===== src/rtl/uart_tx_ctrl_pkg.sv =====
// Shared UART definitions: tx state encoding, data width, bit-timing helper.
// Used by the transmit controller and intended for reuse by the receive side.
package uart_pkg;

    typedef enum logic [2:0] {
        IDLE,
        START,
        DATA,
        PARITY,
        STOP
    } tx_state_t;

    localparam int DATA_BITS = 8;

    function automatic int clks_per_bit(input int clk_freq, input int baud);
        return clk_freq / baud;
    endfunction

endpackage


===== src/rtl/uart_tx_ctrl_if.sv =====
// Byte-source to UART transmitter bundle: valid/ready byte handshake plus line and status.
// The source drives tx_data/tx_valid; the transmitter drives tx_ready, tx and busy.
interface uart_tx_ctrl_if;
    import uart_pkg::*;

    logic [DATA_BITS-1:0] tx_data;
    logic                 tx_valid;
    logic                 tx_ready;
    logic                 tx;
    logic                 busy;

    modport master (
        output tx_data,
        output tx_valid,
        input  tx_ready,
        input  tx,
        input  busy
    );

    modport slave (
        input  tx_data,
        input  tx_valid,
        output tx_ready,
        output tx,
        output busy
    );

endinterface


===== src/rtl/uart_tx_ctrl_baud_tick.sv =====
// Bit-period timer: counts 0..CLKS_PER_BIT-1 and flags the terminal count for one cycle.
// clr restarts the period so the first bit of a frame gets its full width.
module uart_baud_tick #(
    parameter int CLKS_PER_BIT = 16
) (
    input  logic clk,
    input  logic rst,
    input  logic clr,
    output logic tick
);
    localparam int            CW   = (CLKS_PER_BIT > 1) ? $clog2(CLKS_PER_BIT) : 1;
    localparam logic [CW-1:0] TERM = CW'(CLKS_PER_BIT - 1);

    logic [CW-1:0] cnt;

    assign tick = (cnt == TERM);

    always_ff @(posedge clk) begin
        if (rst || clr || tick) begin
            cnt <= '0;
        end else begin
            cnt <= cnt + CW'(1);
        end
    end

endmodule


===== src/rtl/uart_tx_ctrl.sv =====
// UART transmitter: start, 8 data bits LSB first, optional parity, 1-2 stop bits; start bit on line one cycle after accept.
// tx_ready is high only in IDLE, so the source is stalled for the whole frame; valid while busy is ignored.
module uart_tx_ctrl
    import uart_pkg::*;
#(
    parameter int CLK_FREQ   = 100_000_000,
    parameter int BAUD       = 9600,
    parameter int PARITY_EN  = 0,
    parameter int PARITY_ODD = 0,
    parameter int STOP_BITS  = 1
) (
    input  logic          clk,
    input  logic          rst,
    uart_tx_ctrl_if.slave bus
);
    // Must come out >= 2 for the baud counter to have a distinct terminal count.
    localparam int CLKS_PER_BIT = clks_per_bit(CLK_FREQ, BAUD);

    tx_state_t            state_q, state_d;
    logic [DATA_BITS-1:0] shreg_q, shreg_d;
    logic [2:0]           bit_idx_q, bit_idx_d;
    logic                 stop_cnt_q, stop_cnt_d;
    logic                 par_q, par_d;
    logic                 tx_q, tx_d;
    logic                 busy_q, busy_d;
    logic                 accept;
    logic                 tick;

    assign bus.tx_ready = (state_q == IDLE);
    assign accept       = bus.tx_valid && (state_q == IDLE);
    assign bus.tx       = tx_q;
    assign bus.busy     = busy_q;

    uart_baud_tick #(
        .CLKS_PER_BIT (CLKS_PER_BIT)
    ) u_baud (
        .clk  (clk),
        .rst  (rst),
        .clr  (accept),
        .tick (tick)
    );

    always_comb begin
        state_d    = state_q;
        shreg_d    = shreg_q;
        bit_idx_d  = bit_idx_q;
        stop_cnt_d = stop_cnt_q;
        par_d      = par_q;

        case (state_q)
            IDLE: begin
                if (accept) begin
                    shreg_d    = bus.tx_data;
                    par_d      = (^bus.tx_data) ^ 1'(PARITY_ODD);
                    bit_idx_d  = '0;
                    stop_cnt_d = 1'b0;
                    state_d    = START;
                end
            end
            START: begin
                if (tick) state_d = DATA;
            end
            DATA: begin
                if (tick) begin
                    if (bit_idx_q == 3'(DATA_BITS - 1)) begin
                        state_d = (PARITY_EN != 0) ? PARITY : STOP;
                    end else begin
                        bit_idx_d = bit_idx_q + 3'd1;
                        shreg_d   = shreg_q >> 1;
                    end
                end
            end
            PARITY: begin
                if (tick) state_d = STOP;
            end
            STOP: begin
                if (tick) begin
                    if (stop_cnt_q == 1'(STOP_BITS - 1)) begin
                        state_d = IDLE;
                    end else begin
                        stop_cnt_d = 1'b1;
                    end
                end
            end
            default: state_d = IDLE;
        endcase

        // Line level is decoded from the next state so tx comes straight off a flop.
        case (state_d)
            START:   tx_d = 1'b0;
            DATA:    tx_d = shreg_d[0];
            PARITY:  tx_d = par_d;
            default: tx_d = 1'b1;
        endcase
        busy_d = (state_d != IDLE);
    end

    always_ff @(posedge clk) begin
        if (rst) begin
            state_q    <= IDLE;
            shreg_q    <= '0;
            bit_idx_q  <= '0;
            stop_cnt_q <= 1'b0;
            par_q      <= 1'b0;
            tx_q       <= 1'b1;
            busy_q     <= 1'b0;
        end else begin
            state_q    <= state_d;
            shreg_q    <= shreg_d;
            bit_idx_q  <= bit_idx_d;
            stop_cnt_q <= stop_cnt_d;
            par_q      <= par_d;
            tx_q       <= tx_d;
            busy_q     <= busy_d;
        end
    end

endmodule

===== src/flat_wrapper.sv =====
// flat-port wrapper written by rule: the top's interface ports become plain ports
module uart_tx_ctrl_flat import uart_pkg::*;
#(
    parameter int CLK_FREQ   = 100_000_000,
    parameter int BAUD       = 9600,
    parameter int PARITY_EN  = 0,
    parameter int PARITY_ODD = 0,
    parameter int STOP_BITS  = 1
)
  (clk, rst, bus_tx_data, bus_tx_valid, bus_tx_ready, bus_tx, bus_busy);
  uart_tx_ctrl_if bus_i ();
  input  logic clk;
  input  logic rst;
  input wire logic [$bits(bus_i.tx_data)-1:0] bus_tx_data;
  input wire logic [$bits(bus_i.tx_valid)-1:0] bus_tx_valid;
  output wire logic [$bits(bus_i.tx_ready)-1:0] bus_tx_ready;
  output wire logic [$bits(bus_i.tx)-1:0] bus_tx;
  output wire logic [$bits(bus_i.busy)-1:0] bus_busy;
  assign bus_i.tx_data = bus_tx_data;
  assign bus_i.tx_valid = bus_tx_valid;
  assign bus_tx_ready = bus_i.tx_ready;
  assign bus_tx = bus_i.tx;
  assign bus_busy = bus_i.busy;
  uart_tx_ctrl #(.CLK_FREQ(CLK_FREQ), .BAUD(BAUD), .PARITY_EN(PARITY_EN), .PARITY_ODD(PARITY_ODD), .STOP_BITS(STOP_BITS)) u_core (.clk(clk), .rst(rst), .bus(bus_i));
endmodule

===== config.mk =====
export PLATFORM = sky130hd
export DESIGN_NAME = uart_tx_ctrl_flat
export DESIGN_NICKNAME = d
export VERILOG_FILES = /design/src/rtl/uart_tx_ctrl_pkg.sv /design/src/rtl/uart_tx_ctrl_if.sv /design/src/rtl/uart_tx_ctrl_baud_tick.sv /design/src/rtl/uart_tx_ctrl.sv /design/src/flat_wrapper.sv
export SDC_FILE = /design/constraint.sdc
export NUM_CORES = 1
export LEC_CHECK = 0
export BUFFER_PORTS_ARGS = -buffer_cell sky130_fd_sc_hd__buf_2
export CAP_MARGIN = 0
export CORE_ASPECT_RATIO = 0.75
export CORE_UTILIZATION = 60
export CTS_CLUSTER_SIZE = 40
export DETAILED_ROUTE_END_ITERATION = 12
export GPL_TIMING_DRIVEN = 0
export HOLD_SLACK_MARGIN = 0.15
export PLACE_DENSITY_LB_ADDON = 0.05
export SYNTH_ARGS = -nofsm -noshare
export SYNTH_HDL_FRONTEND = slang
export SYNTH_SLANG_ARGS = --single-unit

===== constraint.sdc =====
create_clock -name clk -period 2.82 [get_ports clk]
set_clock_uncertainty 0.05 [all_clocks]
set_input_delay 0.423 -clock clk [delete_from_list [all_inputs] [get_ports clk]]
set_output_delay 0.423 -clock clk [all_outputs]
set_load 0.1 [all_outputs]

==> results of run 1 <==
area by class of cell:
class	count	share of cell area
Buffer	6	0.0216
Clock buffer	5	0.0231
Clock inverter	3	0.00926
Inverter	3	0.00694
Multi-Input combinational cell	119	0.493
Sequential cell	31	0.383
Tap cell	34	0.0262
Timing Repair Buffer	12	0.0370
metal layers:
layer	share of wire	GRT usage	wire [um]
met5	0	0	0
met1	0.48	0.298	1310
met2	0.45	0.364	1230
met3	0.051	0.0602	139
met4	0.019	0.124	51
worst max-delay path, delay by kind of cell (launching register included):
| family | cells | cell delay, ns |
|---|---|---|
| and+or+nand+nor | 3 | 0.95 |
| AOI/OAI and AO/OA | 2 | 0.35 |
| adders and majority gates | 1 | 0.21 |
| DFF | 1 | 0.38 |
power by group through the flow:
stage | clock [uW] | sequential (uW) | combinational (uW)
floorplan | 0 | 488 | 69.0
global placement | 0 | 472 | 108
detailed placement | 0 | 473 | 111
CTS | 250 | 463 | 112
global route | 265 | 466 | 121
finish | 246 | 463 | 111
placed cells by master (no fill, tap or decap), drive strengths merged, types with 3 or more instances in the layout:
master	netlist	final
inv	3	3
ha	3	3
clkinv	0	3
xnor2	11	11
nand2	13	13
xor2	8	8
and3	5	5
a21oi	11	11
nand3	8	8
nor3	3	3
a22oi	6	6
clkbuf	2	7
dfxtp	31	31
buf	4	16
nor2	27	27
sequential cells by signal, summed over array words and instances, names as in the netlist:
| signal | flops |
|---|---|
| u_core.bus.busy | 1 |
| u_core.u_baud.cnt | 14 |
| u_core.bus.tx | 1 |
| u_core.state_q | 3 |
| u_core.bit_idx_q | 3 |
| u_core.shreg_q | 8 |
| u_core.par_q | 1 |
logic make-up after synthesis:
kind of cell / after synthesis
simple gates: 69
flops: 31
compound gates: 27
xor+xnor: 19
buf+inv: 9
fa+ha+maj: 3
mux: 1
final timing paths:
path	endpoint	depth (start not counted)
worst max-delay path	u_core.bus.tx$_SDFF_PP1_	6
worst min-delay path	u_core.shreg_q[7]$_SDFFE_PP0P_	3
worst max register to register	u_core.bus.tx$_SDFF_PP1_	6
worst min register to register	u_core.shreg_q[3]$_SDFFE_PP0P_	2
cell usage after synthesis, types with 2 or more instances:
library cell / n / area, sq um
sky130_fd_sc_hd__a21oi_1: 10 / 50.1
sky130_fd_sc_hd__a22oi_1: 6 / 45.0
sky130_fd_sc_hd__and3_1: 5 / 31.3
sky130_fd_sc_hd__clkbuf_1: 2 / 7.51
sky130_fd_sc_hd__dfxtp_1: 31 / 621
sky130_fd_sc_hd__ha_1: 3 / 37.5
sky130_fd_sc_hd__inv_1: 3 / 11.3
sky130_fd_sc_hd__nand2_1: 13 / 48.8
sky130_fd_sc_hd__nand3_1: 8 / 40.0
sky130_fd_sc_hd__nand3b_1: 2 / 15.0
sky130_fd_sc_hd__nor2_1: 27 / 101
sky130_fd_sc_hd__nor3_1: 2 / 10.0
sky130_fd_sc_hd__nor4b_4: 2 / 47.6
sky130_fd_sc_hd__o21a_1: 2 / 15.0
sky130_fd_sc_hd__xnor2_1: 11 / 96.3
sky130_fd_sc_hd__xor2_1: 8 / 70.1
metrics by stage:
stage,hold slack (ns),std cells,util,setup slack (ns),instance area (sq um)
5_1_grt,0.328,213,0.702,0.670,1620
3_5_place_dp,0.400,205,0.680,0.845,1570
4_1_cts,0.306,213,0.702,0.790,1620
3_3_place_gp,0.392,205,0.680,0.882,1570
6_report,0.309,213,0.702,0.787,1620
2_1_floorplan,0.380,159,-,0.688,1470
==> impl_results.html, run 1 <==
<table>
<tr><th>Metric</th><th>Value</th></tr>
<tr><th colspan="2">Clocking</th></tr>
<tr><td>Post-CTS Setup Inserts</td><td>0</td></tr>
<tr><td>H-Tree Level Count</td><td>2</td></tr>
<tr><td>Clock Path Buffers</td><td>2</td></tr>
<tr><td># resized after CTS</td><td>0</td></tr>
<tr><td>Number of buffers inserted by hold repair at cts</td><td>0</td></tr>
<tr><td>Clock tree from TritonCTS</td><td>done</td></tr>
<tr><td>Root cell of the clock tree</td><td>sky130_fd_sc_hd__clkbuf_4</td></tr>
<tr><td>Clock insertion delay at the later pin of the skew report</td><td>0.33 ns</td></tr>
<tr><td>Number of CTS-inserted buffers</td><td>5</td></tr>
<tr><td>Count of clock tree sinks</td><td>31</td></tr>
<tr><td>CTS clk-pin slew, worst paths</td><td>0.10 ns</td></tr>
<tr><th colspan="2">Layout</th></tr>
<tr><td>Number of diodes</td><td>0</td></tr>
<tr><td>Layout overhead on the synthesized area</td><td>11.0%</td></tr>
<tr><td>Final-stage net count</td><td>192</td></tr>
<tr><td>Area of all sequential standard cells</td><td>621 sq um</td></tr>
<tr><td>Share of post-route cells with drive strength above 1</td><td>0.179</td></tr>
<tr><td>Area of the multi-input gates</td><td>800 sq um</td></tr>
<tr><td>Fill count</td><td>195</td></tr>
<tr><th colspan="2">Global routing</th></tr>
<tr><td>Overall fraction of global-route tracks in use</td><td>0.232</td></tr>
<tr><td>Global-route congestion overflow total</td><td>0</td></tr>
<tr><td>Largest net degree at the start of global routing</td><td>11</td></tr>
<tr><td>Number of antenna violations at the first check in global routing</td><td>0</td></tr>
<tr><td>Number of global-route vias before repair</td><td>1,057</td></tr>
<tr><td>Wire length of the first global-routing pass</td><td>4490 um</td></tr>
<tr><th colspan="2">Power</th></tr>
<tr><td>Portion of total power attributed to the clock network</td><td>0.300</td></tr>
<tr><td>Proportion of power drawn by combinational gates</td><td>0.135</td></tr>
<tr><td>Post-layout total power</td><td>821 uW</td></tr>
<tr><td>Switching power total</td><td>235 uW</td></tr>
<tr><td>Worst IR drop on VDD</td><td>0.000324 V</td></tr>
<tr><td>Flop pwr share</td><td>0.565</td></tr>
<tr><td>Leak</td><td>0.000617 uW</td></tr>
<tr><td>Switching share of total power</td><td>0.287</td></tr>
<tr><td>P_int</td><td>585 uW</td></tr>
<tr><td>Pwr per Cell Area</td><td>506 nW/um^2</td></tr>
<tr><th colspan="2">Worst setup path</th></tr>
<tr><td>R2R Setup Slk</td><td>0.79 ns</td></tr>
<tr><td>CP peak stage delay</td><td>0.44 ns</td></tr>
<tr><td>Startpoint-to-endpoint class of the critical path</td><td>flop to flop</td></tr>
<tr><td>Crit path cell chain</td><td>ha_1, and3_1, nand4_4, nor3_4, a221oi_2, a32oi_1</td></tr>
<tr><td>Crit path DAT</td><td>2.23 ns</td></tr>
<tr><td>Data required time of the critical path</td><td>3.02 ns</td></tr>
<tr><td>Cell with the largest stage delay on the worst path</td><td>sky130_fd_sc_hd__nor3_4</td></tr>
<tr><td>Startpoint of the most critical setup path</td><td>u_core.u_baud.cnt[0]$_SDFF_PP0_</td></tr>
<tr><td>Kind of start point of the critical path</td><td>flop</td></tr>
<tr><td>Crit-path max FO</td><td>9</td></tr>
<tr><td>Worst r2r src</td><td>u_core.u_baud.cnt[0]$_SDFF_PP0_</td></tr>
<tr><td>Element type at the critical path end</td><td>flop</td></tr>
<tr><th colspan="2">Route</th></tr>
<tr><td>Wire per inst</td><td>12.8 um</td></tr>
<tr><td>DR pass1 iterations</td><td>4</td></tr>
<tr><td>Total via count after detailed routing</td><td>1,149</td></tr>
<tr><td>Post-Route WL</td><td>2730 um</td></tr>
<tr><td>Initial DRC count</td><td>47</td></tr>
<tr><td>Detail Route Antenna Nets</td><td>0</td></tr>
<tr><td>Vias per cell</td><td>5.39</td></tr>
<tr><td>Drc violations</td><td>0</td></tr>
<tr><th colspan="2">Synthesis</th></tr>
<tr><td>Mux contribution to synthesized area</td><td>0.00685</td></tr>
<tr><td>Syn Inst Count</td><td>159</td></tr>
<tr><td>Dominant synthesized flop cell</td><td>sky130_fd_sc_hd__dfxtp_1</td></tr>
<tr><td>Distinct cell type count after synthesis</td><td>40</td></tr>
<tr><td>Part of the Yosys area used for sequential elements</td><td>0.425</td></tr>
<tr><td>Synth Cell Area</td><td>1460 sq um</td></tr>
<tr><td>Dominant combinational cell family by area after synthesis</td><td>simple AND/OR/NAND/NOR gates</td></tr>
<tr><td>Number of synthesized flops with an enable pin</td><td>0</td></tr>
<tr><td>Total nets after synthesis</td><td>173</td></tr>
<tr><td>XOR/XNOR Fraction of Synth Area</td><td>0.114</td></tr>
<tr><td>Compound-cell area share of the yosys netlist</td><td>0.128</td></tr>
<tr><td>Mean instance size in the synthesized netlist</td><td>9.19 sq um</td></tr>
<tr><td>Adder-Cell Fraction of Synth Area</td><td>0.0257</td></tr>
<tr><td>Fraction of registers with async set or reset after synthesis</td><td>0</td></tr>
<tr><td>Post-Synth Simple-Gate Area</td><td>0.270</td></tr>
<tr><td>Register bit count reported by yosys</td><td>31</td></tr>
<tr><td>Yosys warns</td><td>0</td></tr>
<tr><th colspan="2">Die</th></tr>
<tr><td>Chip Width</td><td>59.0 um</td></tr>
<tr><td>Initial core utilization</td><td>0.633</td></tr>
<tr><td>Boundary pin count</td><td>14</td></tr>
<tr><td>Die Y</td><td>44.7 um</td></tr>
<tr><td>Number of cell rows</td><td>15</td></tr>
<tr><td>Die Area</td><td>2640 sq um</td></tr>
<tr><td>CORE AREA</td><td>2310 sq um</td></tr>
<tr><th colspan="2">STA</th></tr>
<tr><td>Unrepaired setup endpoints after global routing</td><td>false</td></tr>
<tr><td>Period minus WS final</td><td>2.03 ns</td></tr>
<tr><td>Fin. max-slew vios</td><td>0</td></tr>
<tr><td>Setup violators final</td><td>0</td></tr>
<tr><td>Fmax</td><td>492 MHz</td></tr>
<tr><td>Final worst path period share</td><td>0.721</td></tr>
<tr><td>Final sum of negative setup slack</td><td>0 ns</td></tr>
<tr><td>Final Hold Vio Count</td><td>0</td></tr>
<tr><td>Worst Max-Slew Pin Slew</td><td>0.475 ns</td></tr>
<tr><td>Remaining max-slew budget at the tightest pin</td><td>0.683</td></tr>
<tr><th colspan="2">Run status</th></tr>
<tr><td>Run status</td><td>completed</td></tr>
<tr><th colspan="2">Place</th></tr>
<tr><td>HPWL after detailed placement</td><td>2020 um</td></tr>
<tr><td>Routability Congestion</td><td>0.825</td></tr>
<tr><td>I/O Buffers</td><td>12</td></tr>
<tr><th colspan="2">Job</th></tr>
<tr><td>Max capacitance violation total</td><td>0</td></tr>
<tr><th colspan="2">Worst hold path</th></tr>
<tr><td>Type of the tightest min-delay check</td><td>input pin to flop</td></tr>
<tr><td>HP Start</td><td>bus_tx_data[7]</td></tr>
</table>
No activity file was read; power rests on OpenSTA's default activity.
==> inputs of run 2 (changes only) <==
--- a/config.mk
+++ b/config.mk
@@ -5,10 +5,11 @@
 export SDC_FILE = /design/constraint.sdc
 export NUM_CORES = 1
 export LEC_CHECK = 0
+export ABC_AREA = 1
 export BUFFER_PORTS_ARGS = -buffer_cell sky130_fd_sc_hd__buf_2
 export CAP_MARGIN = 0
 export CORE_ASPECT_RATIO = 0.75
-export CORE_UTILIZATION = 60
+export CORE_UTILIZATION = 59
 export CTS_CLUSTER_SIZE = 40
 export DETAILED_ROUTE_END_ITERATION = 12
 export GPL_TIMING_DRIVEN = 0
==> constraint.sdc (replaced) <==
create_clock -name clk -period 1.9 [get_ports clk]
set_clock_uncertainty 0.05 [all_clocks]
set_input_delay 0.285 -clock clk [delete_from_list [all_inputs] [get_ports clk]]
set_output_delay 0.285 -clock clk [all_outputs]
set_load 0.1 [all_outputs]
==> run 2 against run 1 <==
Net effect: cell area grew 23%; clock power grew 140%; core utilization grew 2.4 points; sequential share of layout area shrank 7.1 points; total power grew 79%; largest cell class unchanged; largest power group unchanged.
==> impl_results.html, run 2 <==
<table>
<tr><th>Metric</th><th>Value</th></tr>
<tr><th colspan="2">Run status</th></tr>
<tr><td>Run status</td><td>completed</td></tr>
<tr><th colspan="2">Clocking</th></tr>
<tr><td>Post-CTS Setup Inserts</td><td>0 (unchanged)</td></tr>
<tr><td>Clock Path Buffers</td><td>2 (unchanged)</td></tr>
<tr><td>Clock tree from TritonCTS</td><td>done</td></tr>
<tr><td>Number of buffers inserted by hold repair at cts</td><td>0 (unchanged)</td></tr>
<tr><td>CTS clk-pin slew, worst paths</td><td>0.07 ns (-0.03 ns)</td></tr>
<tr><td>H-Tree Level Count</td><td>2 (unchanged)</td></tr>
<tr><td>Count of clock tree sinks</td><td>31 (unchanged)</td></tr>
<tr><td>Number of CTS-inserted buffers</td><td>5 (unchanged)</td></tr>
<tr><td>Clock insertion delay at the later pin of the skew report</td><td>0.28 ns (-0.05 ns)</td></tr>
<tr><td># resized after CTS</td><td>0 (unchanged)</td></tr>
<tr><td>Root cell of the clock tree</td><td>sky130_fd_sc_hd__clkbuf_8</td></tr>
<tr><th colspan="2">Synthesis</th></tr>
<tr><td>Cell with the most instances after synthesis</td><td>sky130_fd_sc_hd__nand2_1</td></tr>
<tr><td>Biggest area contributors in the synthesized netlist</td><td>sky130_fd_sc_hd__dfxtp_1 35%, sky130_fd_sc_hd__nand2_1 13%, sky130_fd_sc_hd__nand3_1 8.2%, sky130_fd_sc_hd__inv_1 6.1%, sky130_fd_sc_hd__nor2_1 6.1%</td></tr>
<tr><td>Synth Cell Area</td><td>1780 sq um (+22%)</td></tr>
<tr><td>Part of the Yosys area used for sequential elements</td><td>0.349 (-0.0759)</td></tr>
<tr><td>Distinct cell type count after synthesis</td><td>31 (-23%)</td></tr>
<tr><td>Dominant synthesized flop cell</td><td>sky130_fd_sc_hd__dfxtp_1</td></tr>
<tr><td>Total nets after synthesis</td><td>275 (+59%)</td></tr>
<tr><td>Register bit count reported by yosys</td><td>31 (unchanged)</td></tr>
<tr><td>Number of synthesized flops with an enable pin</td><td>0 (unchanged)</td></tr>
<tr><td>Cell type with the largest total area after synthesis</td><td>sky130_fd_sc_hd__dfxtp_1</td></tr>
<tr><td>List of most frequent post-synthesis cells</td><td>63 x sky130_fd_sc_hd__nand2_1, 31 x sky130_fd_sc_hd__dfxtp_1, 29 x sky130_fd_sc_hd__inv_1, 29 x sky130_fd_sc_hd__nand3_1, 29 x sky130_fd_sc_hd__nor2_1</td></tr>
<tr><td>Syn Inst Count</td><td>261 (+64%)</td></tr>
<tr><td>Fraction of registers with async set or reset after synthesis</td><td>0 (unchanged)</td></tr>
<tr><td>Yosys warns</td><td>0 (unchanged)</td></tr>
<tr><td>Mean instance size in the synthesized netlist</td><td>6.82 sq um (-26%)</td></tr>
<tr><td>Area share of the largest cell type after synthesis</td><td>0.349 (-0.0759)</td></tr>
<tr><th colspan="2">Global routing</th></tr>
<tr><td>Global-route congestion overflow total</td><td>0 (unchanged)</td></tr>
<tr><td>Number of global-route vias before repair</td><td>1,402 (+33%)</td></tr>
<tr><td>Largest net degree at the start of global routing</td><td>11 (unchanged)</td></tr>
<tr><td>Overall fraction of global-route tracks in use</td><td>0.263 (+0.0312)</td></tr>
<tr><td>Wire length of the first global-routing pass</td><td>6370 um (+42%)</td></tr>
<tr><td>Number of antenna violations at the first check in global routing</td><td>0 (unchanged)</td></tr>
<tr><th colspan="2">Place</th></tr>
<tr><td>Routability Congestion</td><td>0.893 (+8.2%)</td></tr>
<tr><td>Worst slack after detailed placement</td><td>0.167 ns (-0.678 ns)</td></tr>
<tr><td>I/O Buffers</td><td>12 (unchanged)</td></tr>
<tr><td>Post-detailed-placement cell area</td><td>1890 sq um (+21%)</td></tr>
<tr><td>HPWL after detailed placement</td><td>2800 um (+38%)</td></tr>
<tr><th colspan="2">Layout</th></tr>
<tr><td>Number of diodes</td><td>0 (unchanged)</td></tr>
<tr><td>Top flop regs</td><td>u_core.u_baud.cnt x14, u_core.shreg_q x8</td></tr>
<tr><td>Register with the most flip-flops</td><td>u_core.u_baud.cnt</td></tr>
<tr><td>Layout overhead on the synthesized area</td><td>12.0%</td></tr>
<tr><td>Commonest cells after routing, fill and taps aside</td><td>63 x sky130_fd_sc_hd__nand2_1, 31 x sky130_fd_sc_hd__dfxtp_1, 29 x sky130_fd_sc_hd__inv_1, 29 x sky130_fd_sc_hd__nand3_1, 28 x sky130_fd_sc_hd__nor2_1</td></tr>
<tr><td>Max FFs per register</td><td>14 (unchanged)</td></tr>
<tr><td>Share of post-route cells with drive strength above 1</td><td>0.157 (-0.0216)</td></tr>
<tr><td>Share of the core filled with cells</td><td>0.726 (+0.0238)</td></tr>
<tr><td>Layout Cell Area excl Fill</td><td>1990 sq um (+23%)</td></tr>
<tr><td>Final-stage net count</td><td>293 (+53%)</td></tr>
<tr><td>Most common cell after layout, fill and taps aside</td><td>sky130_fd_sc_hd__nand2_1</td></tr>
<tr><th colspan="2">Die</th></tr>
<tr><td>Initial core utilization</td><td>0.649 (+0.0157)</td></tr>
<tr><td>Number of cell rows</td><td>16 (+1)</td></tr>
<tr><td>Chip Width</td><td>65.4 um (+11%)</td></tr>
<tr><td>Die Area</td><td>3240 sq um (+23%)</td></tr>
<tr><td>Boundary pin count</td><td>14 (unchanged)</td></tr>
<tr><td>Die Y</td><td>49.6 um (+11%)</td></tr>
<tr><td>CORE AREA</td><td>2740 sq um (+19%)</td></tr>
<tr><th colspan="2">STA</th></tr>
<tr><td>Final sum of negative setup slack</td><td>0 ns (unchanged)</td></tr>
<tr><td>Unrepaired setup endpoints after global routing</td><td>false</td></tr>
<tr><td>Final worst path period share</td><td>0.905</td></tr>
<tr><td>Post-layout worst setup margin</td><td>0.181 ns (-0.606 ns)</td></tr>
<tr><td>Setup violators final</td><td>0 (unchanged)</td></tr>
<tr><td>Worst Max-Slew Pin Slew</td><td>0.487 ns (+0.0115 ns)</td></tr>
<tr><td>Remaining max-slew budget at the tightest pin</td><td>0.678 (-0.00545)</td></tr>
<tr><td>Fmax</td><td>582 MHz</td></tr>
<tr><td>Period minus WS final</td><td>1.72 ns</td></tr>
<tr><td>Final Hold Vio Count</td><td>0 (unchanged)</td></tr>
<tr><td>Fin. max-slew vios</td><td>0 (unchanged)</td></tr>
<tr><th colspan="2">Worst setup path</th></tr>
<tr><td>Worst-case reg-to-reg path depth</td><td>8 (+2)</td></tr>
<tr><td>Crit-path max FO</td><td>3 (-6)</td></tr>
<tr><td>Element type at the critical path end</td><td>primary output</td></tr>
<tr><td>R2R Setup Slk</td><td>0.19 ns (-0.60 ns)</td></tr>
<tr><td>Crit path DAT</td><td>1.38 ns (-0.85 ns)</td></tr>
<tr><td>Worst r2r src</td><td>u_core.u_baud.cnt[0]$_SDFF_PP0_</td></tr>
<tr><td>Startpoint-to-endpoint class of the critical path</td><td>flop to primary output</td></tr>
<tr><td>Kind of start point of the critical path</td><td>flop</td></tr>
<tr><td>Crit path cell chain</td><td>inv_1, nand2_1, nor2_4, buf_2</td></tr>
<tr><td>Data required time of the critical path</td><td>1.56 ns (-1.46 ns)</td></tr>
<tr><td>Crit Reg-Reg Endpoint</td><td>u_core.bit_idx_q[2]$_SDFFE_PP0P_</td></tr>
<tr><td>CP bufs+invs</td><td>2 (+2)</td></tr>
<tr><td>CP peak stage delay</td><td>0.43 ns (about the same)</td></tr>
<tr><td>Cell family with most CP delay</td><td>buffers and inverters</td></tr>
<tr><td>Cell with the largest stage delay on the worst path</td><td>sky130_fd_sc_hd__buf_2</td></tr>
<tr><th colspan="2">Route</th></tr>
<tr><td>Total via count after detailed routing</td><td>1,680 (+46%)</td></tr>
<tr><td>Initial DRC count</td><td>142 (+200%)</td></tr>
<tr><td>Drc violations</td><td>0 (unchanged)</td></tr>
<tr><td>Vias per cell</td><td>5.32 (-1.4%)</td></tr>
<tr><td>Post-Route WL</td><td>3900 um (+43%)</td></tr>
<tr><td>DR pass1 iterations</td><td>4 (unchanged)</td></tr>
<tr><td>Wire per inst</td><td>12.3 um (-3.8%)</td></tr>
<tr><td>Detail Route Antenna Nets</td><td>0 (unchanged)</td></tr>
<tr><th colspan="2">Worst hold path</th></tr>
<tr><td>Number of stages on the worst hold path</td><td>3 (unchanged)</td></tr>
<tr><td>Type of the tightest min-delay check</td><td>input pin to flop</td></tr>
<tr><td>Hold EP</td><td>u_core.shreg_q[4]$_SDFFE_PP0P_</td></tr>
<tr><td>HP Start</td><td>bus_tx_data[4]</td></tr>
<tr><th colspan="2">Job</th></tr>
<tr><td>Max capacitance violation total</td><td>0 (unchanged)</td></tr>
<tr><th colspan="2">Power</th></tr>
<tr><td>Pwr per Cell Area</td><td>738 nW/um^2 (+46%)</td></tr>
<tr><td>Leak</td><td>0.000833 uW (+35%)</td></tr>
<tr><td>Worst IR drop on VDD</td><td>0.000569 V (+76%)</td></tr>
<tr><td>Post-layout total power</td><td>1470 uW (+79%)</td></tr>
</table>
## run 2: worst max path at each step
stage / slack [ns] / cells past startpoint / to / from
floorplan: 0.16 / 9 / u_core.bus.tx$_SDFF_PP1_ / u_core.state_q[0]$_SDFF_PP0_
global placement: 0.19 / 9 / u_core.bus.tx$_SDFF_PP1_ / u_core.bit_idx_q[0]$_SDFFE_PP0P_
detailed placement: 0.17 / 8 / u_core.bit_idx_q[0]$_SDFFE_PP0P_ / u_core.bit_idx_q[0]$_SDFFE_PP0P_
CTS: 0.15 / 8 / u_core.bit_idx_q[0]$_SDFFE_PP0P_ / u_core.bit_idx_q[0]$_SDFFE_PP0P_
global route: 0.03 / 8 / u_core.bit_idx_q[2]$_SDFFE_PP0P_ / u_core.u_baud.cnt[0]$_SDFF_PP0_
finish: 0.18 / 4 / bus_tx_ready / u_core.state_q[0]$_SDFF_PP0_
## run 2: metal layers
layer	vias to the layer above	GRT usage	share of wire	wire (um)
li1	881	-	-	-
met1	727	0.390	0.49	1930
met2	65	0.364	0.40	1550
met3	7	0.0625	0.090	350
met4	0	0.0978	0.018	69
met5	-	0	0	0
## run 2: metrics by stage
step	cells	hold WS (ns)
finish	316	0.248
global route	316	0.267
CTS	317	0.252
detailed placement	309	0.412
global placement	309	0.396
floorplan	261	0.379
## run 2: layout make-up
type,count,area (sq um)
Sequential cell,31,621
Buffer,4,27.5
Fill cell,241,751
Multi-Input combinational cell,193,1010
Clock inverter,1,7.51
Tap cell,36,45.0
Inverter,32,120
Timing Repair Buffer,12,60.1
Clock buffer,7,96.3
## run 2: worst min-delay path: stages
cell and delay (ns):
sky130_fd_sc_hd__buf_2 0.12, sky130_fd_sc_hd__nand2_1 0.06, sky130_fd_sc_hd__a31oi_1 0.07
## run 2: logic make-up (layout without fill, tap and decap cells)
group / count (synthesis) / count (layout) / synth area share
and+or+nand+nor: 158 / 158 / 0.430
AOI/OAI and AO/OA: 22 / 22 / 0.0661
xor gates and xnor gates: 10 / 10 / 0.0492
adders and majority gates: 3 / 3 / 0.0211
DFF: 31 / 31 / 0.349
buffers and inverters: 37 / 56 / 0.0851
## run 2: power breakdown
| part | leakage [uW] | total (uW) | internal [uW] | switching [uW] |
|---|---|---|---|---|
| registers | 0.000253 | 689 | 676 | 13.8 |
| clock network | 0.0000505 | 584 | 329 | 255 |
| logic | 0.000530 | 197 | 62.2 | 135 |
| total | 0.000833 | 1470 | 1070 | 403 |
==> inputs of run 3 (changes only) <==
--- a/config.mk
+++ b/config.mk
@@ -6,10 +6,11 @@
 export NUM_CORES = 1
 export LEC_CHECK = 0
 export ABC_AREA = 1
+export ABC_CLOCK_PERIOD_IN_PS = 1900
 export BUFFER_PORTS_ARGS = -buffer_cell sky130_fd_sc_hd__buf_2
 export CAP_MARGIN = 0
 export CORE_ASPECT_RATIO = 0.75
-export CORE_UTILIZATION = 59
+export CORE_UTILIZATION = 34
 export CTS_CLUSTER_SIZE = 40
 export DETAILED_ROUTE_END_ITERATION = 12
 export GPL_TIMING_DRIVEN = 0
==> run 3 against run 2 <==
Net effect: sequential share of layout area about the same; clock power shrank 20%; highest routed layer unchanged; hold slack gained 0.028 ns; core utilization is 32 points lower; combinational power is essentially flat; clock-buffer cell count shrank 1; non-clock buffer count did not move; via count decreased by 3.8%; total power down 8.1%; register-to-register slack about the same; routed wire length is 2.3% higher.
==> impl_results.html, run 3 (synthesis results as in run 2) <==
<table>
<tr><th>Metric</th><th>Value</th></tr>
<tr><th colspan="2">Run status</th></tr>
<tr><td>Run status</td><td>completed</td></tr>
<tr><th colspan="2">Worst hold path</th></tr>
<tr><td>Type of the tightest min-delay check</td><td>input pin to flop</td></tr>
<tr><th colspan="2">Layout</th></tr>
<tr><td>Final-stage net count</td><td>293 (unchanged)</td></tr>
<tr><td>Number of diodes</td><td>0 (unchanged)</td></tr>
<tr><td>Max FFs per register</td><td>14 (unchanged)</td></tr>
<tr><td>Share of post-route cells with drive strength above 1</td><td>0.147 (-0.00966)</td></tr>
<tr><td>Register with the most flip-flops</td><td>u_core.u_baud.cnt</td></tr>
<tr><td>Fill count</td><td>544 (+130%)</td></tr>
<tr><td>Top flop regs</td><td>u_core.u_baud.cnt x14, u_core.shreg_q x8</td></tr>
<tr><td>Layout overhead on the synthesized area</td><td>11.9% (about the same)</td></tr>
<tr><td>Commonest cells after routing, fill and taps aside</td><td>63 x sky130_fd_sc_hd__nand2_1, 31 x sky130_fd_sc_hd__dfxtp_1, 29 x sky130_fd_sc_hd__inv_1, 29 x sky130_fd_sc_hd__nand3_1, 28 x sky130_fd_sc_hd__nor2_1</td></tr>
<tr><td>Most common cell after layout, fill and taps aside</td><td>sky130_fd_sc_hd__nand2_1</td></tr>
<tr><td>Layout Cell Area excl Fill</td><td>1990 sq um (about the same)</td></tr>
<tr><td>Non-Filler Instances</td><td>338 (+7.0%)</td></tr>
<tr><th colspan="2">Route</th></tr>
<tr><td>Vias per cell</td><td>4.78 (-10%)</td></tr>
<tr><td>Initial DRC count</td><td>67 (-53%)</td></tr>
<tr><td>Wire per inst</td><td>11.8 um (-4.4%)</td></tr>
<tr><td>Post-Route WL</td><td>3990 um (+2.3%)</td></tr>
<tr><td>Total via count after detailed routing</td><td>1,616 (-3.8%)</td></tr>
<tr><td>Detail Route Antenna Nets</td><td>0 (unchanged)</td></tr>
<tr><td>Drc violations</td><td>0 (unchanged)</td></tr>
<tr><td>DR pass1 iterations</td><td>4 (unchanged)</td></tr>
<tr><th colspan="2">Die</th></tr>
<tr><td>CORE AREA</td><td>4950 sq um (+81%)</td></tr>
<tr><td>Chip Width</td><td>85.5 um (+31%)</td></tr>
<tr><td>Number of cell rows</td><td>22 (+6)</td></tr>
<tr><td>Initial core utilization</td><td>0.359 (-0.290)</td></tr>
<tr><td>Die Area</td><td>5530 sq um (+71%)</td></tr>
<tr><td>Die Y</td><td>64.7 um (+30%)</td></tr>
<tr><td>Boundary pin count</td><td>14 (unchanged)</td></tr>
<tr><th colspan="2">Clocking</th></tr>
<tr><td>H-Tree Level Count</td><td>2 (unchanged)</td></tr>
<tr><td>Post-CTS Setup Inserts</td><td>0 (unchanged)</td></tr>
<tr><td>Clock insertion delay at the later pin of the skew report</td><td>0.28 ns (about the same)</td></tr>
<tr><td># resized after CTS</td><td>0 (unchanged)</td></tr>
<tr><td>Root cell of the clock tree</td><td>sky130_fd_sc_hd__clkbuf_8</td></tr>
<tr><td>Clock Path Buffers</td><td>2 (unchanged)</td></tr>
<tr><td>Number of CTS-inserted buffers</td><td>5 (unchanged)</td></tr>
<tr><td>Number of buffers inserted by hold repair at cts</td><td>0 (unchanged)</td></tr>
<tr><td>CTS clk-pin slew, worst paths</td><td>0.06 ns (about the same)</td></tr>
<tr><td>Clock tree from TritonCTS</td><td>done</td></tr>
<tr><td>Count of clock tree sinks</td><td>31 (unchanged)</td></tr>
<tr><th colspan="2">Worst setup path</th></tr>
<tr><td>Startpoint-to-endpoint class of the critical path</td><td>flop to flop</td></tr>
<tr><td>Cell with the most instances on the worst path</td><td>sky130_fd_sc_hd__nand2_1</td></tr>
<tr><td>Cell with the largest stage delay on the worst path</td><td>sky130_fd_sc_hd__dfxtp_1</td></tr>
<tr><td>Kind of start point of the critical path</td><td>flop</td></tr>
<tr><td>Startpoint of the most critical setup path</td><td>u_core.u_baud.cnt[0]$_SDFF_PP0_</td></tr>
<tr><td>Last element of the critical path</td><td>u_core.bus.tx$_SDFF_PP1_</td></tr>
<tr><td>Crit path DAT</td><td>1.81 ns (+0.43 ns)</td></tr>
<tr><td>Worst-case reg-to-reg path depth</td><td>10 (+2)</td></tr>
<tr><td>Worst r2r src</td><td>u_core.u_baud.cnt[0]$_SDFF_PP0_</td></tr>
<tr><td>R2R Setup Slk</td><td>0.20 ns (about the same)</td></tr>
<tr><td>Crit-path max FO</td><td>6 (+3)</td></tr>
<tr><td>Crit path cell chain</td><td>ha_1, nand3_2, nor2_4, nand2_2, nand2_1, nand2_1, nand2_1, nand2_1, nand2_1, nand3_1</td></tr>
<tr><td>CP peak stage delay</td><td>0.37 ns (-0.06 ns)</td></tr>
<tr><td>Crit Reg-Reg Endpoint</td><td>u_core.bus.tx$_SDFF_PP1_</td></tr>
<tr><td>Data required time of the critical path</td><td>2.01 ns (+0.45 ns)</td></tr>
<tr><td>Element type at the critical path end</td><td>flop</td></tr>
<tr><th colspan="2">Place</th></tr>
<tr><td>Routability Congestion</td><td>0.705 (-21%)</td></tr>
<tr><td>HPWL after detailed placement</td><td>3090 um (+10%)</td></tr>
<tr><td>Worst slack after detailed placement</td><td>0.123 ns (-0.0438 ns)</td></tr>
<tr><td>I/O Buffers</td><td>12 (unchanged)</td></tr>
<tr><td>Post-detailed-placement cell area</td><td>1920 sq um (+1.6%)</td></tr>
<tr><td>Total instance count after detailed placement</td><td>333 (+7.8%)</td></tr>
<tr><th colspan="2">STA</th></tr>
<tr><td>Fmax</td><td>588 MHz (+1.1%)</td></tr>
<tr><td>Final worst path period share</td><td>0.895 (-0.00953)</td></tr>
<tr><td>Worst Max-Slew Pin Slew</td><td>0.488 ns (+0.00135 ns)</td></tr>
<tr><td>Final Hold Vio Count</td><td>0 (unchanged)</td></tr>
<tr><td>Remaining max-slew budget at the tightest pin</td><td>0.677 (-0.000891)</td></tr>
<tr><td>Final sum of negative setup slack</td><td>0 ns (unchanged)</td></tr>
<tr><td>Worst hold slack</td><td>0.276 ns (+0.0283 ns)</td></tr>
<tr><td>Unrepaired setup endpoints after global routing</td><td>false</td></tr>
<tr><td>Setup violators final</td><td>0 (unchanged)</td></tr>
<tr><td>Post-layout worst setup margin</td><td>0.200 ns (+0.0181 ns)</td></tr>
<tr><td>Period minus WS final</td><td>1.70 ns (-0.0181 ns)</td></tr>
<tr><td>Fin. max-slew vios</td><td>0 (unchanged)</td></tr>
<tr><th colspan="2">Global routing</th></tr>
<tr><td>Largest net degree at the start of global routing</td><td>11 (unchanged)</td></tr>
<tr><td>Number of antenna violations at the first check in global routing</td><td>0 (unchanged)</td></tr>
<tr><td>Global-route congestion overflow total</td><td>0 (unchanged)</td></tr>
<tr><td>Overall fraction of global-route tracks in use</td><td>0.164 (-0.0992)</td></tr>
<tr><td>Number of global-route vias before repair</td><td>1,433 (+2.2%)</td></tr>
<tr><td>Wire length of the first global-routing pass</td><td>6960 um (+9.2%)</td></tr>
<tr><th colspan="2">Job</th></tr>
<tr><td>Max capacitance violation total</td><td>0 (unchanged)</td></tr>
<tr><th colspan="2">Power</th></tr>
<tr><td>Leak</td><td>0.000820 uW (-1.6%)</td></tr>
<tr><td>Pwr per Cell Area</td><td>679 nW/um^2 (-8.1%)</td></tr>
<tr><td>Worst IR drop on VDD</td><td>0.000368 V (-35%)</td></tr>
</table>
## run 3: changes by cell type in the layout (fill, tap and decap cells not counted)
cell                         before  now
sky130_fd_sc_hd__clkbuf_8         7    5
sky130_fd_sc_hd__clkinvlp_4       1    0
sky130_fd_sc_hd__clkbuf_1         0    1
## run 3: worst min path at each step
stage,start,endpoint,slack (ns),depth (start not counted)
2_1_floorplan,u_core.u_baud.cnt[0]$_SDFF_PP0_,u_core.u_baud.cnt[0]$_SDFF_PP0_,0.38,1
3_3_place_gp,u_core.u_baud.cnt[0]$_SDFF_PP0_,u_core.u_baud.cnt[0]$_SDFF_PP0_,0.40,1
3_5_place_dp,u_core.u_baud.cnt[0]$_SDFF_PP0_,u_core.u_baud.cnt[0]$_SDFF_PP0_,0.41,1
4_1_cts,bus_tx_data[4],u_core.shreg_q[4]$_SDFFE_PP0P_,0.26,3
5_1_grt,bus_tx_data[4],u_core.shreg_q[4]$_SDFFE_PP0P_,0.26,3
6_report,bus_tx_data[3],u_core.shreg_q[3]$_SDFFE_PP0P_,0.28,3
## run 3: report_power, final
group	internal [uW]	total (uW)	switching (uW)
clock network	244	466	223
registers	676	689	12.5
logic	62.3	196	134
## run 3: layout make-up
cell class / instances / area [sq um] / share of cell area
inverters: 32 / 120 / 0.0603
flip-flops and latches: 31 / 621 / 0.312
repair buffers: 12 / 60.1 / 0.0302
clock buffers: 6 / 72.6 / 0.0365
multi-input cells: 193 / 1010 / 0.510
plain buffers: 4 / 27.5 / 0.0138
well taps: 60 / 75.1 / 0.0377
## run 3: worst max-delay path: cells and delay by family (launching register included)
family / cells / cell delay (ns)
adders and majority gates: 1 / 0.23
DFF: 1 / 0.37
and+or+nand+nor: 9 / 0.93
## run 3: routing by layer
| layer | wire (um) | vias up | GRT usage |
|---|---|---|---|
| li1 | - | 881 | - |
| met1 | 2380 | 704 | 0.263 |
| met3 | 166 | 2 | 0.0433 |
| met4 | 12 | 0 | 0.0625 |
| met2 | 1430 | 29 | 0.198 |
| met5 | 0 | - | 0 |
## run 3: through the flow
step | power [uW] | util
2_1_floorplan | 851 | -
3_3_place_gp | 902 | 0.388
3_5_place_dp | 902 | 0.388
4_1_cts | 1380 | 0.403
5_1_grt | 1440 | 0.402
6_report | 1350 | 0.402
